### src/rtl/seq_link_pkg.sv
// seq_link_pkg: constants and state type shared by the serial link transmitter and detector.
package seq_link_pkg;
    localparam logic [3:0] PREAMBLE    = 4'b1011;
    localparam int         PREAMBLE_W  = 4;
    localparam int         DEFAULT_DIV = 3;
    typedef enum logic [1:0] {IDLE, ARMED, SHIFT} state_t;
endpackage

### src/rtl/seq_bit_tick.sv
// seq_bit_tick: free-running modulo-DIV counter; tick marks the last clk of each bit period.
module seq_bit_tick #(
    parameter int DIV = 3
) (
    input  logic clk,
    input  logic rst,
    output logic tick
);
    localparam int W = $clog2(DIV);
    logic [W-1:0] cnt_q;
    assign tick = cnt_q == W'(DIV - 1);
    always_ff @(posedge clk or negedge rst)
        if (!rst) cnt_q <= '0;
        else      cnt_q <= tick ? '0 : cnt_q + W'(1);
endmodule

### src/rtl/seq_ser_tx.sv
// seq_ser_tx: valid/ready parallel word to MSB-first serial line, each bit held DIV clks.
// Define SEQ_SER_TX_PREAMBLE_EN to prefix every frame with the 1011 marker.
module seq_ser_tx
    import seq_link_pkg::*;
#(
    parameter int   DATA_W   = 8,
    parameter int   DIV      = DEFAULT_DIV,
    parameter logic IDLE_LVL = 1'b0
) (
    input  logic              clk,
    input  logic              rst,
    input  logic [DATA_W-1:0] in_data,
    input  logic              in_valid,
    output logic              in_ready,
    output logic              ser_out,
    output logic              bit_tick,
    output logic              busy,
    output logic              done
);
`ifdef SEQ_SER_TX_PREAMBLE_EN
    localparam int FW = DATA_W + PREAMBLE_W;
`else
    localparam int FW = DATA_W;
`endif
    localparam int CW = $clog2(FW + 1);
    state_t        state_q;
    logic [FW-1:0] sh_q, frame_d;
    logic [CW-1:0] bit_cnt_q;
    logic          ser_q, tick;
    seq_bit_tick #(.DIV(DIV)) u_tick (.clk(clk), .rst(rst), .tick(tick));
`ifdef SEQ_SER_TX_PREAMBLE_EN
    assign frame_d = {PREAMBLE, in_data};
`else
    assign frame_d = in_data;
`endif
    assign bit_tick = tick;
    assign busy     = state_q != IDLE;
    assign done     = state_q == SHIFT && bit_cnt_q == '0 && tick;
    assign in_ready = state_q == IDLE || done;
    assign ser_out  = ser_q;
    // ser_q only moves on tick edges, so the line is glitch-free between bit boundaries
    always_ff @(posedge clk or negedge rst)
        if (!rst) begin
            state_q   <= IDLE;
            sh_q      <= '0;
            bit_cnt_q <= '0;
            ser_q     <= IDLE_LVL;
        end else begin
            case (state_q)
                IDLE: if (in_valid) begin
                    sh_q    <= frame_d;
                    state_q <= ARMED;
                end
                ARMED: if (tick) begin
                    ser_q     <= sh_q[FW-1];
                    sh_q      <= sh_q << 1;
                    bit_cnt_q <= CW'(FW - 1);
                    state_q   <= SHIFT;
                end
                SHIFT: if (tick) begin
                    if (bit_cnt_q != '0) begin
                        ser_q     <= sh_q[FW-1];
                        sh_q      <= sh_q << 1;
                        bit_cnt_q <= bit_cnt_q - CW'(1);
                    end else if (in_valid) begin
                        ser_q     <= frame_d[FW-1];
                        sh_q      <= frame_d << 1;
                        bit_cnt_q <= CW'(FW - 1);
                    end else begin
                        ser_q   <= IDLE_LVL;
                        state_q <= IDLE;
                    end
                end
                default: state_q <= IDLE;
            endcase
        end
endmodule

### config.mk
export PLATFORM = sky130hd
export DESIGN_NAME = seq_ser_tx
export DESIGN_NICKNAME = d
export VERILOG_FILES = /design/src/rtl/seq_link_pkg.sv /design/src/rtl/seq_bit_tick.sv /design/src/rtl/seq_ser_tx.sv
export SDC_FILE = /design/constraint.sdc
export NUM_CORES = 1
export LEC_CHECK = 0
export BUFFER_PORTS_ARGS = -buffer_cell sky130_fd_sc_hd__buf_2
export CORE_MARGIN = 2
export CORE_UTILIZATION = 45
export DETAILED_ROUTE_END_ITERATION = 6
export PLACE_DENSITY = 0.7
export SYNTH_ARGS = -nofsm -noshare
export SYNTH_HDL_FRONTEND = slang
export SYNTH_HIERARCHICAL = 1
export SYNTH_SLANG_ARGS = --single-unit
### constraint.sdc
create_clock -name clk -period 3.3 [get_ports clk]
set_clock_uncertainty 0.1 [all_clocks]
set_input_delay 0.66 -clock clk [delete_from_list [all_inputs] [get_ports clk]]
set_output_delay 0.66 -clock clk [all_outputs]
set_load 0.05 [all_outputs]
Word-level counts from Yosys, hierarchy flattened
Cells that the tools add are included.
{ "word_totals": {"register_bits": 17, "in_bits": 11, "output_inout_bits": 5, "word_cells": 52} }
{ "op_classes": {"add_sub_neg": 2, "eq_ne": 9, "muxes": 23, "reduce_logical": 13} }
{ "ops": {"columns": ["op", "n"], "rows": [
  ["2-to-1 mux 8 bit", 5],
  ["one-hot mux 8 bit (3 select lines)", 1],
  ["2-to-1 mux 4 bit", 4],
  ["2-to-1 mux 2 bit", 6],
  ["!= test 2 bit, second input constant", 5],
  ["AND reduction 5 bit", 2],
  ["one-hot mux 4 bit (2 select lines)", 1],
  ["one-hot mux 2 bit (3 select lines)", 1],
  ["equality test 2 bit, second input constant", 2],
  ["logical NOT 4 bit", 1],
  ["2-to-1 mux 1 bit", 4],
  ["AND reduction 4 bit", 1],
  ["nonzero test 2 bit", 2],
  ["nonzero test 4 bit", 1],
  ["subtractor 4 x 1 -> 4 bit, second input constant", 1],
  ["!= test 3 x 2 -> 1 bit, second input constant", 1],
  ["AND reduction 3 bit", 1],
  ["nonzero test 3 bit", 1],
  ["adder 2 x 1 -> 2 bit, second input constant", 1],
  ["equality test 2 x 1 -> 1 bit, second input constant", 1],
  ["logical AND 1 bit", 2],
  ["logical NOT 2 bit", 1],
  ["one-hot mux 1 bit (2 select lines)", 1],
  ["logical OR 1 bit", 1]
]} }

Longest topological paths before layout
Gate-level depths: netlist (run 1).
{ "logic_depth": {"ltp_word": 4, "mapped_depth": 8, "mapped_depth_nobuf": 6} }

Cells and area by module
Netlist (run 1), hierarchy kept.
{ "modules_own_cells": {"columns": ["module", "instances", "cells_per_inst", "area_per_inst_um2", "seq_area_each_um2"], "rows": [
  ["seq_ser_tx", 1, 102, 973.4, 375.4],
  ["seq_bit_tick", 1, 5, 68.8, 50.0]
]} }

Worst setup path before layout (run 1)
No wires, ideal clock.
{ "synth_path": {"path_type": "register -> output", "from": "reg u_tick.cnt_q[0]", "to": "out in_ready", "t_arrival_ns": 2.158, "required_ns": 2.540, "setup_slack_ns": 0.382, "path_stages_with_launch": 4, "path_buffers": 0, "path_cell_list": "dfrtp_1 nor2b_1 and2_1 or2_1"} }
{ "synth_via": {"elab_chain_cells": 3} }
{ "synth_lines": {"columns": ["item", "line", "rtl"], "rows": [
  ["start, declared", "seq_bit_tick.sv:10", "logic [W-1:0] cnt_q;"],
  ["start signal, assigned", "seq_bit_tick.sv:14", "else cnt_q <= tick ? '0 : cnt_q + W'(1);"],
  ["equality test 2 bit", "seq_bit_tick.sv:11", "assign tick = cnt_q == W'(DIV - 1);"],
  ["via bit_tick", "seq_ser_tx.sv:16", "output logic bit_tick,"],
  ["logical AND 1 bit", "seq_ser_tx.sv:38", "assign done = state_q == SHIFT && bit_cnt_q == '0 && tick;"],
  ["via done", "seq_ser_tx.sv:18", "output logic done"],
  ["logical OR 1 bit", "seq_ser_tx.sv:39", "assign in_ready = state_q == IDLE || done;"],
  ["end, declared", "seq_ser_tx.sv:14", "output logic in_ready,"]
]} }
The timed path passes the listed nets, and every way through them passes these cells.

Worst setup path in the final report (run 1)
{ "layout_path": {"from": "reg state_q[0]", "to": "out in_ready"} }
{ "layout_via": {"elab_chain_cells": 4, "elab_cells_between_ends": 5, "cone_classes": "eq/ne (1); reduce/logical (4)"} }
{ "layout_lines": {"columns": ["item", "line", "rtl"], "rows": [
  ["start, declared", "seq_ser_tx.sv:26", "state_t state_q;"],
  ["start signal, assigned", "seq_ser_tx.sv:44", "state_q <= IDLE;"],
  ["start signal, assigned", "seq_ser_tx.sv:52", "state_q <= ARMED;"],
  ["start signal, assigned", "seq_ser_tx.sv:58", "state_q <= SHIFT;"],
  ["equality test 2 bit", "seq_ser_tx.sv:38", null],
  ["logical AND 1 bit (2 in series)", "seq_ser_tx.sv:38", null],
  ["logical OR 1 bit (*)", "seq_ser_tx.sv:39", null]
]} }
Mark *: on every way between the ends. The rest lies on a longest branch, timed or not.

==> results of run 1 <==
-- cell usage after synthesis, types with 2 or more instances --
master	n
a21oi_1	2
o31ai_1	8
a221oi_1	7
nor2_1	13
nand2_1	12
inv_1	8
o21ai_1	2
a31oi_1	2
dfrtp_1	17
buf_2	2
mux2_1	2
ha_1	7
-- path summary, 6_finish.rpt --
check,end,cells past startpoint,startpoint,slack (ps)
worst max-delay path,in_ready,6,state_q[0],340
worst min-delay path,bit_cnt_q[1],1,rst,170
worst max register to register,sh_q[3],5,state_q[0],1120
worst min register to register,u_tick/cnt_q[0],1,u_tick/cnt_q[1],340
max in group asynchronous,state_q[1],1,rst,2660
min in group clk,u_tick/cnt_q[0],1,u_tick/cnt_q[1],340
-- where the power goes --
part | internal, mW | switching (mW) | leakage, nW
combinational | 0.220 | 0.394 | 0.318
sequential | 0.288 | 0.0518 | 0.202
clock | 0.0470 | 0.0627 | 0.0150
total | 0.555 | 0.508 | 0.535
-- final cells by class --
type	instances	share of cell area
multi-input cells	76	0.4763
well taps	28	0.03080
repair buffers	15	0.06601
clock buffers	4	0.02310
flip-flops and latches	17	0.3740
inverters	9	0.02970
-- metal layers --
metal,vias up,part of all wire,track usage
met5,-,0,0
met4,0,0.014,0.05702
met3,4,0.042,0.06322
met2,13,0.48,0.2616
met1,405,0.46,0.2062
li1,413,-,-
-- cell families after synthesis --
family | after synthesis | share of synthesized area
compound gates | 28 | 0.2125
fa+ha+maj | 7 | 0.08403
buf+inv | 14 | 0.07203
flops | 17 | 0.4082
mux | 3 | 0.03121
simple gates | 38 | 0.1921
-- sequential cells by signal (all words and copies together) (netlist names) --
register,count
bit_cnt_q,4
ser_out,1
sh_q,8
state_q,2
u_tick/cnt_q,2
-- worst reg2reg max path, cell delays in order (launching register included) --
cell       delay (ps)
dfrtp_1           430
inv_1             130
ha_1              370
nand4bb_1         240
o2111ai_2         580
o31ai_1           180
-- per-stage QoR --
| stage | instance area [µm²] | hold slack (ps) |
|---|---|---|
| 2_1_floorplan | 1042 | 264.4 |
| 3_3_place_gp | 1111 | 315.2 |
| 3_5_place_dp | 1111 | 326.1 |
| 4_1_cts | 1137 | 181.1 |
| 5_1_grt | 1137 | 188.7 |
| 6_report | 1137 | 165.7 |
==> summary.txt, run 1 <==
Global route
  • Initial antenna violation count: 0
  • First-pass GRT wire length: 3243 µm
  • GRT Resource Usage Total: 0.1659
  • Grt ovf: 0
  • Vias in the first global route: 740
  • Pin count of the biggest net entering global routing: 18

Placement
  • Gpl congestion: 0.7484
  • Dpl hpwl: between 1000 and 1500 µm
  • Placed instance count: between 100 and 150
  • Number of port buffers: 15
  • Pre-CTS setup slack: roughly 650 ps

STA
  • Max-slew headroom: 0.5774
  • Worst-Margin Slew: between 600 and 700 ps
  • RSZ-0062 raised after global routing: false
  • Tmin final: 2957 ps
  • Fmax: ~340 MHz
  • Setup ws final: roughly 340 ps
  • Max Transition Viols Final: 0
  • Setup TNS: 0 ps
  • Final hold violation count: 0
  • Period Utilization, post-route: 0.8961
  • Final setup fails: 0

Critical path
  • Required time worst endpoint: approximately 2500 ps
  • CP Buf/Inv Count: 2
  • WS Path Type: reg2out
  • Worst setup SP type: flip-flop
  • Crit path max-delay family: simple AND/OR/NAND/NOR gates
  • Worst Path Max Fanout: 10
  • Slowest cell on the critical path: dfrtp_1
  • Crit path cell chain: inv_1 -> ha_1 -> and4bb_1 -> and2_1 -> or2_1 -> buf_2
  • CP arrival: 2200 ps
  • CP Capture Type: primary output
  • Worst path max stage delay: 430 ps

Clocking
  • Clk sinks: 17
  • Clock root cell: clkbuf_4
  • Cts hold-fix bufs: 0
  • Post-cts repair resize count: 0
  • CTS tree: yes
  • Cts bufs inserted: 3
  • Clock slew at reported path FFs: 100 ps
  • H-Tree Depth: 1
  • Clock Latency Late Sink: 290 ps
  • Clock Tree Buf Depth: 2
  • Postcts setup bufs: 0

Layout
  • Final net count: 140
  • Commonest non-fill, non-tap cell in the layout: dfrtp_1
  • Layout area overhead: 9.124%
  • Sequential cell area: roughly 430 µm²
  • Layout Cells excl Fill: about 150
  • Fill cell count: 208
  • Most frequent cells in the layout: 17 x dfrtp_1, 15 x buf_2, 13 x nor2_1, 12 x nand2_1
  • Fin util: 0.5191
  • Footprint of the multi-input gates: between 500 and 600 µm²
  • Diodes inserted: 0
  • Share of cells above drive strength 1: 0.2066

Routing
  • Drc violations: 0
  • TritonRoute pass-1 iters: 4
  • Final WL: roughly 1900 µm
  • Post-DR wirelength/cell: approximately 13 µm
  • Detail Route Antenna Nets: 0
  • 1st-iter DRT viols: 12
  • Vias per cell: around 5.6
  • Vias: around 840

Power
  • Worst vdd rail ir drop: 0.0006046 V
  • Power Density: 935.2 mW/mm²
  • LEAKAGE: 0.5348 nW
  • Total power: between 1 and 1.5 mW

Synthesis
  • Synth cell types: 37
  • Async set-reset flop share out of synthesis: 1.000
  • Syn Area/Cell: ~10 µm²
  • Synth warn: 6
  • Post-synth top flop: dfrtp_1
  • Number of synthesized flops with an enable pin: 0
  • Synth area leaders: dfrtp_1 41%, ha_1 8.4%, a221oi_1 5.9%, o31ai_1 5.8%, nor2_1 4.7%
  • Synth Instances: 107
  • Sequential area share after synthesis: 0.4082
  • Cell taking the most area after synthesis: dfrtp_1
  • Seq cells post-synth: 17
  • Syn_nets: between 100 and 150
  • Post-synth top area share: 0.4082
  • Cell area after synthesis: ~0.0010 mm²

Floorplanning
  • Cell row count: 17
  • Core box area: 0.002191 mm²
  • Initial core utilization: 0.4757
  • Die Area: 0.002717 mm²
  • Die W: between 50 and 60 µm
  • Die height: about 52 µm
  • Top-Level Pins: 16

Run
  • Maxcap violations: 0

Min path
  • Hold WC Path Type: in2async

Status
  • Outcome: completed
Note: power is estimated with default switching activity, not from simulation.
==> run 2: changes to the inputs <==
--- a/config.mk
+++ b/config.mk
@@ -9,6 +9,7 @@
 export CORE_MARGIN = 2
 export CORE_UTILIZATION = 45
 export DETAILED_ROUTE_END_ITERATION = 6
+export MAX_ROUTING_LAYER = met4
 export PLACE_DENSITY = 0.7
 export SYNTH_ARGS = -nofsm -noshare
 export SYNTH_HDL_FRONTEND = slang
==> summary.txt, run 2 (synthesized netlist as in run 1, its figures left out) <==
Clocking
  • Clock Latency Late Sink: about 290 ps
  • Clk sinks: 17
  • Clock root cell: clkbuf_4
  • CTS tree: yes
  • H-Tree Depth: 1
  • Cts hold-fix bufs: 0
  • Post-cts repair resize count: 0
  • Clock slew at reported path FFs: ~100 ps
  • Postcts setup bufs: 0
  • Cts bufs inserted: 3
  • Clock Tree Buf Depth: 2

Critical path
  • Reg-to-Reg End: sh_q[3]
  • CP arrival: between 2000 and 2500 ps
  • Required time worst endpoint: roughly 2500 ps
  • RR Startpoint: state_q[0]
  • Worst setup SP type: flip-flop
  • Slowest cell on the critical path: dfrtp_1
  • Worst R2R Setup Slack: 1120 ps
  • Worst reg2reg path depth: 5
  • WS Path Type: reg2out
  • CP Capture Type: primary output
  • Worst Path Max Fanout: 10
  • Worst path max stage delay: approximately 430 ps
  • Crit path cell chain: inv_1 -> ha_1 -> and4bb_1 -> and2_1 -> or2_1 -> buf_2

Placement
  • Pre-CTS setup slack: between 600 and 700 ps
  • Gpl congestion: about 0.76
  • Dpl hpwl: between 1000 and 1500 µm
  • Placed inst area: 0.001111 mm²
  • Number of port buffers: 15
  • Placed instance count: about 150

Power
  • Worst vdd rail ir drop: around 0.00060 V
  • LEAKAGE: 0.5348 nW
  • Total power: 1.063 mW
  • Power Density: about 930 mW/mm²

Floorplanning
  • Cell row count: 17
  • Initial core utilization: 0.4757
  • Core box area: 0.002191 mm²
  • Die height: approximately 52 µm
  • Die Area: between 0.002 and 0.003 mm²
  • Die W: 52.13 µm
  • Top-Level Pins: 16

STA
  • Final hold violation count: 0
  • Setup ws final: about 340 ps
  • Worst-Margin Slew: 633.3 ps
  • RSZ-0062 raised after global routing: false
  • Final setup fails: 0
  • Max-slew headroom: 0.5778
  • Fmax: approximately 340 MHz
  • Fin Hold WS: ~170 ps
  • Period Utilization, post-route: 0.8960
  • Tmin final: ~3000 ps
  • Max Transition Viols Final: 0
  • Setup TNS: 0 ps

Routing
  • TritonRoute pass-1 iters: 4
  • Post-DR wirelength/cell: about 13 µm
  • 1st-iter DRT viols: 12
  • Drc violations: 0
  • Vias: 839
  • Vias per cell: ~5.6
  • Final WL: around 1900 µm
  • Detail Route Antenna Nets: 0

Layout
  • Fill cell count: approximately 210
  • Top reg by flops: sh_q
  • Diodes inserted: 0
  • Max reg flops: 8
  • Most frequent cells in the layout: 17 x dfrtp_1, 15 x buf_2, 13 x nor2_1, 12 x nand2_1
  • Commonest non-fill, non-tap cell in the layout: dfrtp_1
  • Final net count: between 100 and 150
  • Largest regs: sh_q (8), bit_cnt_q (4)
  • Layout Cells excl Fill: 149
  • Share of cells above drive strength 1: 0.2066
  • Fin util: 0.5191
  • Layout area overhead: 9.124%
  • Finished Cell Area: 0.001137 mm²

Run
  • Maxcap violations: 0

Global route
  • First-pass GRT wire length: roughly 3200 µm
  • Grt ovf: 0
  • Vias in the first global route: approximately 740
  • Pin count of the biggest net entering global routing: 18
  • Initial antenna violation count: 0
  • GRT Resource Usage Total: 0.1702

Min path
  • Hold WC Path Type: in2async

Status
  • Outcome: completed
==> run 2: where the power goes <==
group / switching, mW / internal [mW]
sequential: 0.0516 / 0.288
clock: 0.0622 / 0.0470
combinational: 0.394 / 0.220
==> run 2: how the worst max path moves through the flow <==
stage	slack (ps)	from	depth (start not counted)	endpoint
floorplan	380	u_tick/cnt_q[0]	3	in_ready
global placement	720	state_q[0]	6	in_ready
CTS	310	state_q[0]	6	in_ready
detailed placement	650	state_q[0]	6	in_ready
global route	120	state_q[0]	6	in_ready
finish	340	state_q[0]	6	in_ready
==> run 2: per-layer routing <==
layer  GRT usage  routed length [µm]  vias to the layer above  share of wire
li1            -                   -                      413              -
met1      0.2062                 877                      407           0.46
met2      0.2616                 919                       15           0.48
met3     0.06322                  81                        4          0.043
met4     0.05702                  27                        0          0.014
met5           -                   0                        -              0
==> run 2: layout make-up <==
cell class | instances | area, µm² | area share
Sequential cell | 17 | 425.4 | 0.3740
Tap cell | 28 | 35.03 | 0.03080
Multi-Input combinational cell | 76 | 541.8 | 0.4763
Clock buffer | 4 | 26.28 | 0.02310
Timing Repair Buffer | 15 | 75.07 | 0.06601
Inverter | 9 | 33.78 | 0.02970
==> run 2: worst max-delay path, delay by kind of cell, from the launching register on <==
family / cells / cell delay, ps
AND/OR/NAND/NOR: 3 / 730
flip-flops: 1 / 430
buffers and inverters: 2 / 370
adder cells (fa/ha/maj): 1 / 370
==> run 3: changes to the inputs <==
==> constraint.sdc (replaced) <==
create_clock -name clk -period 3.1 [get_ports clk]
set_clock_uncertainty 0.1 [all_clocks]
set_input_delay 0.62 -clock clk [delete_from_list [all_inputs] [get_ports clk]]
set_output_delay 0.62 -clock clk [all_outputs]
set_load 0.05 [all_outputs]
==> summary.txt, run 3 (synthesized netlist as in run 1, its figures left out) <==
Power
  • Worst vdd rail ir drop: roughly 0.00065 V
  • LEAKAGE: between 0.5 and 0.6 nW
  • Power Density: about 1000 mW/mm²

Global route
  • GRT Resource Usage Total: 0.1888
  • Initial antenna violation count: 0
  • Pin count of the biggest net entering global routing: 18
  • Grt ovf: 0
  • First-pass GRT wire length: roughly 3600 µm
  • Vias in the first global route: approximately 760

Clocking
  • Cts hold-fix bufs: 0
  • Clk sinks: 17
  • Postcts setup bufs: 0
  • Clock slew at reported path FFs: about 100 ps
  • Clock Tree Buf Depth: 2
  • Cts bufs inserted: 3
  • Clock root cell: clkbuf_4
  • Clock Latency Late Sink: approximately 290 ps
  • H-Tree Depth: 1
  • Post-cts repair resize count: 0
  • CTS tree: yes

Floorplanning
  • Initial core utilization: 0.4757
  • Die height: roughly 52 µm
  • Die Area: between 0.002 and 0.003 mm²
  • Core box area: around 0.0022 mm²
  • Die W: roughly 52 µm
  • Cell row count: 17
  • Top-Level Pins: 16

Status
  • Outcome: completed

Critical path
  • Required time worst endpoint: approximately 2400 ps
  • Worst setup SP type: flip-flop
  • WS Path Type: reg2out
  • CP Capture Type: primary output
  • CP arrival: 2010 ps
  • Worst Path Max Fanout: 10

STA
  • Fmax: approximately 370 MHz
  • Worst-Margin Slew: 683.9 ps
  • Period Utilization, post-route: 0.8800
  • Fin Hold WS: approximately 130 ps
  • Final hold violation count: 0
  • Max-slew headroom: 0.5441
  • Max Transition Viols Final: 0
  • Final setup fails: 0
  • RSZ-0062 raised after global routing: false
  • Tmin final: 2728 ps
  • Setup TNS: 0 ps

Layout
  • Max reg flops: 8
  • Layout area overhead: 9.844%
  • Layout Cells excl Fill: 150
  • Final net count: between 100 and 150
  • Diodes inserted: 0
  • Most frequent cells in the layout: 17 x dfrtp_1, 15 x buf_2, 13 x nor2_1, 12 x nand2_1
  • Top reg by flops: sh_q
  • Share of cells above drive strength 1: 0.2131
  • Finished Cell Area: between 0.001 and 0.0015 mm²
  • Largest regs: sh_q (8), bit_cnt_q (4)
  • Commonest non-fill, non-tap cell in the layout: dfrtp_1
  • Fin util: 0.5226

Routing
  • TritonRoute pass-1 iters: 4
  • Vias: slightly above 800
  • Vias per cell: ~5.5
  • Detail Route Antenna Nets: 0
  • Final WL: 2082 µm
  • Post-DR wirelength/cell: around 14 µm
  • 1st-iter DRT viols: 23
  • Drc violations: 0

Min path
  • Hold WC Path Type: in2async

Placement
  • Dpl hpwl: 1572 µm
  • Placed instance count: 146
  • Gpl congestion: 0.7559
  • Placed inst area: 0.001119 mm²
  • Number of port buffers: 15

Run
  • Maxcap violations: 0
## run 3: final timing paths
kind                       slack [ps]               to  depth (start not counted)       startpoint
max                               370         in_ready                          6       state_q[0]
min                               130     bit_cnt_q[2]                          1              rst
max reg2reg                       900          sh_q[3]                          5       state_q[0]
min reg2reg                       330  u_tick/cnt_q[0]                          1  u_tick/cnt_q[1]
max in group asynchronous        2480          sh_q[7]                          1              rst
min in group clk                  330  u_tick/cnt_q[0]                          1  u_tick/cnt_q[1]
## run 3: per-layer routing
layer  vias up  global-route usage  share of wire
met3         2             0.06322          0.044
met1       387              0.2518           0.47
met4         0             0.04386         0.0082
met2        17              0.2785           0.48
met5         -                   -              0
li1        417                   -              -
## run 3: final cells by class
| class | instances | area (µm²) |
|---|---|---|
| multi-input cells | 76 | 541.8 |
| flip-flops and latches | 17 | 425.4 |
| inverters | 9 | 33.78 |
| clock buffers | 4 | 26.28 |
| repair buffers | 16 | 82.58 |
| fillers | 201 | 1046 |
| well taps | 28 | 35.03 |
## run 3: report_power, final
part / total, mW / switching, mW / internal, mW
clock: 0.117 / 0.0673 / 0.0501
combinational: 0.666 / 0.430 / 0.235
sequential: 0.364 / 0.0577 / 0.307
## run 3: worst max-delay path, cell delays in order, from the launching register on
cell,delay [ps]
dfrtp_1,430
inv_1,110
ha_1,330
and4bb_1,280
and2_1,170
or2_1,190
buf_2,210
## run 3: metrics by stage
stage	power, mW	worst slack (ps)
after detailed placement	1.039	697.0
after global routing	1.264	235.3
after global placement	1.013	778.8
final	1.147	372.0
after floorplan	0.9019	222.1
after CTS	1.161	361.2
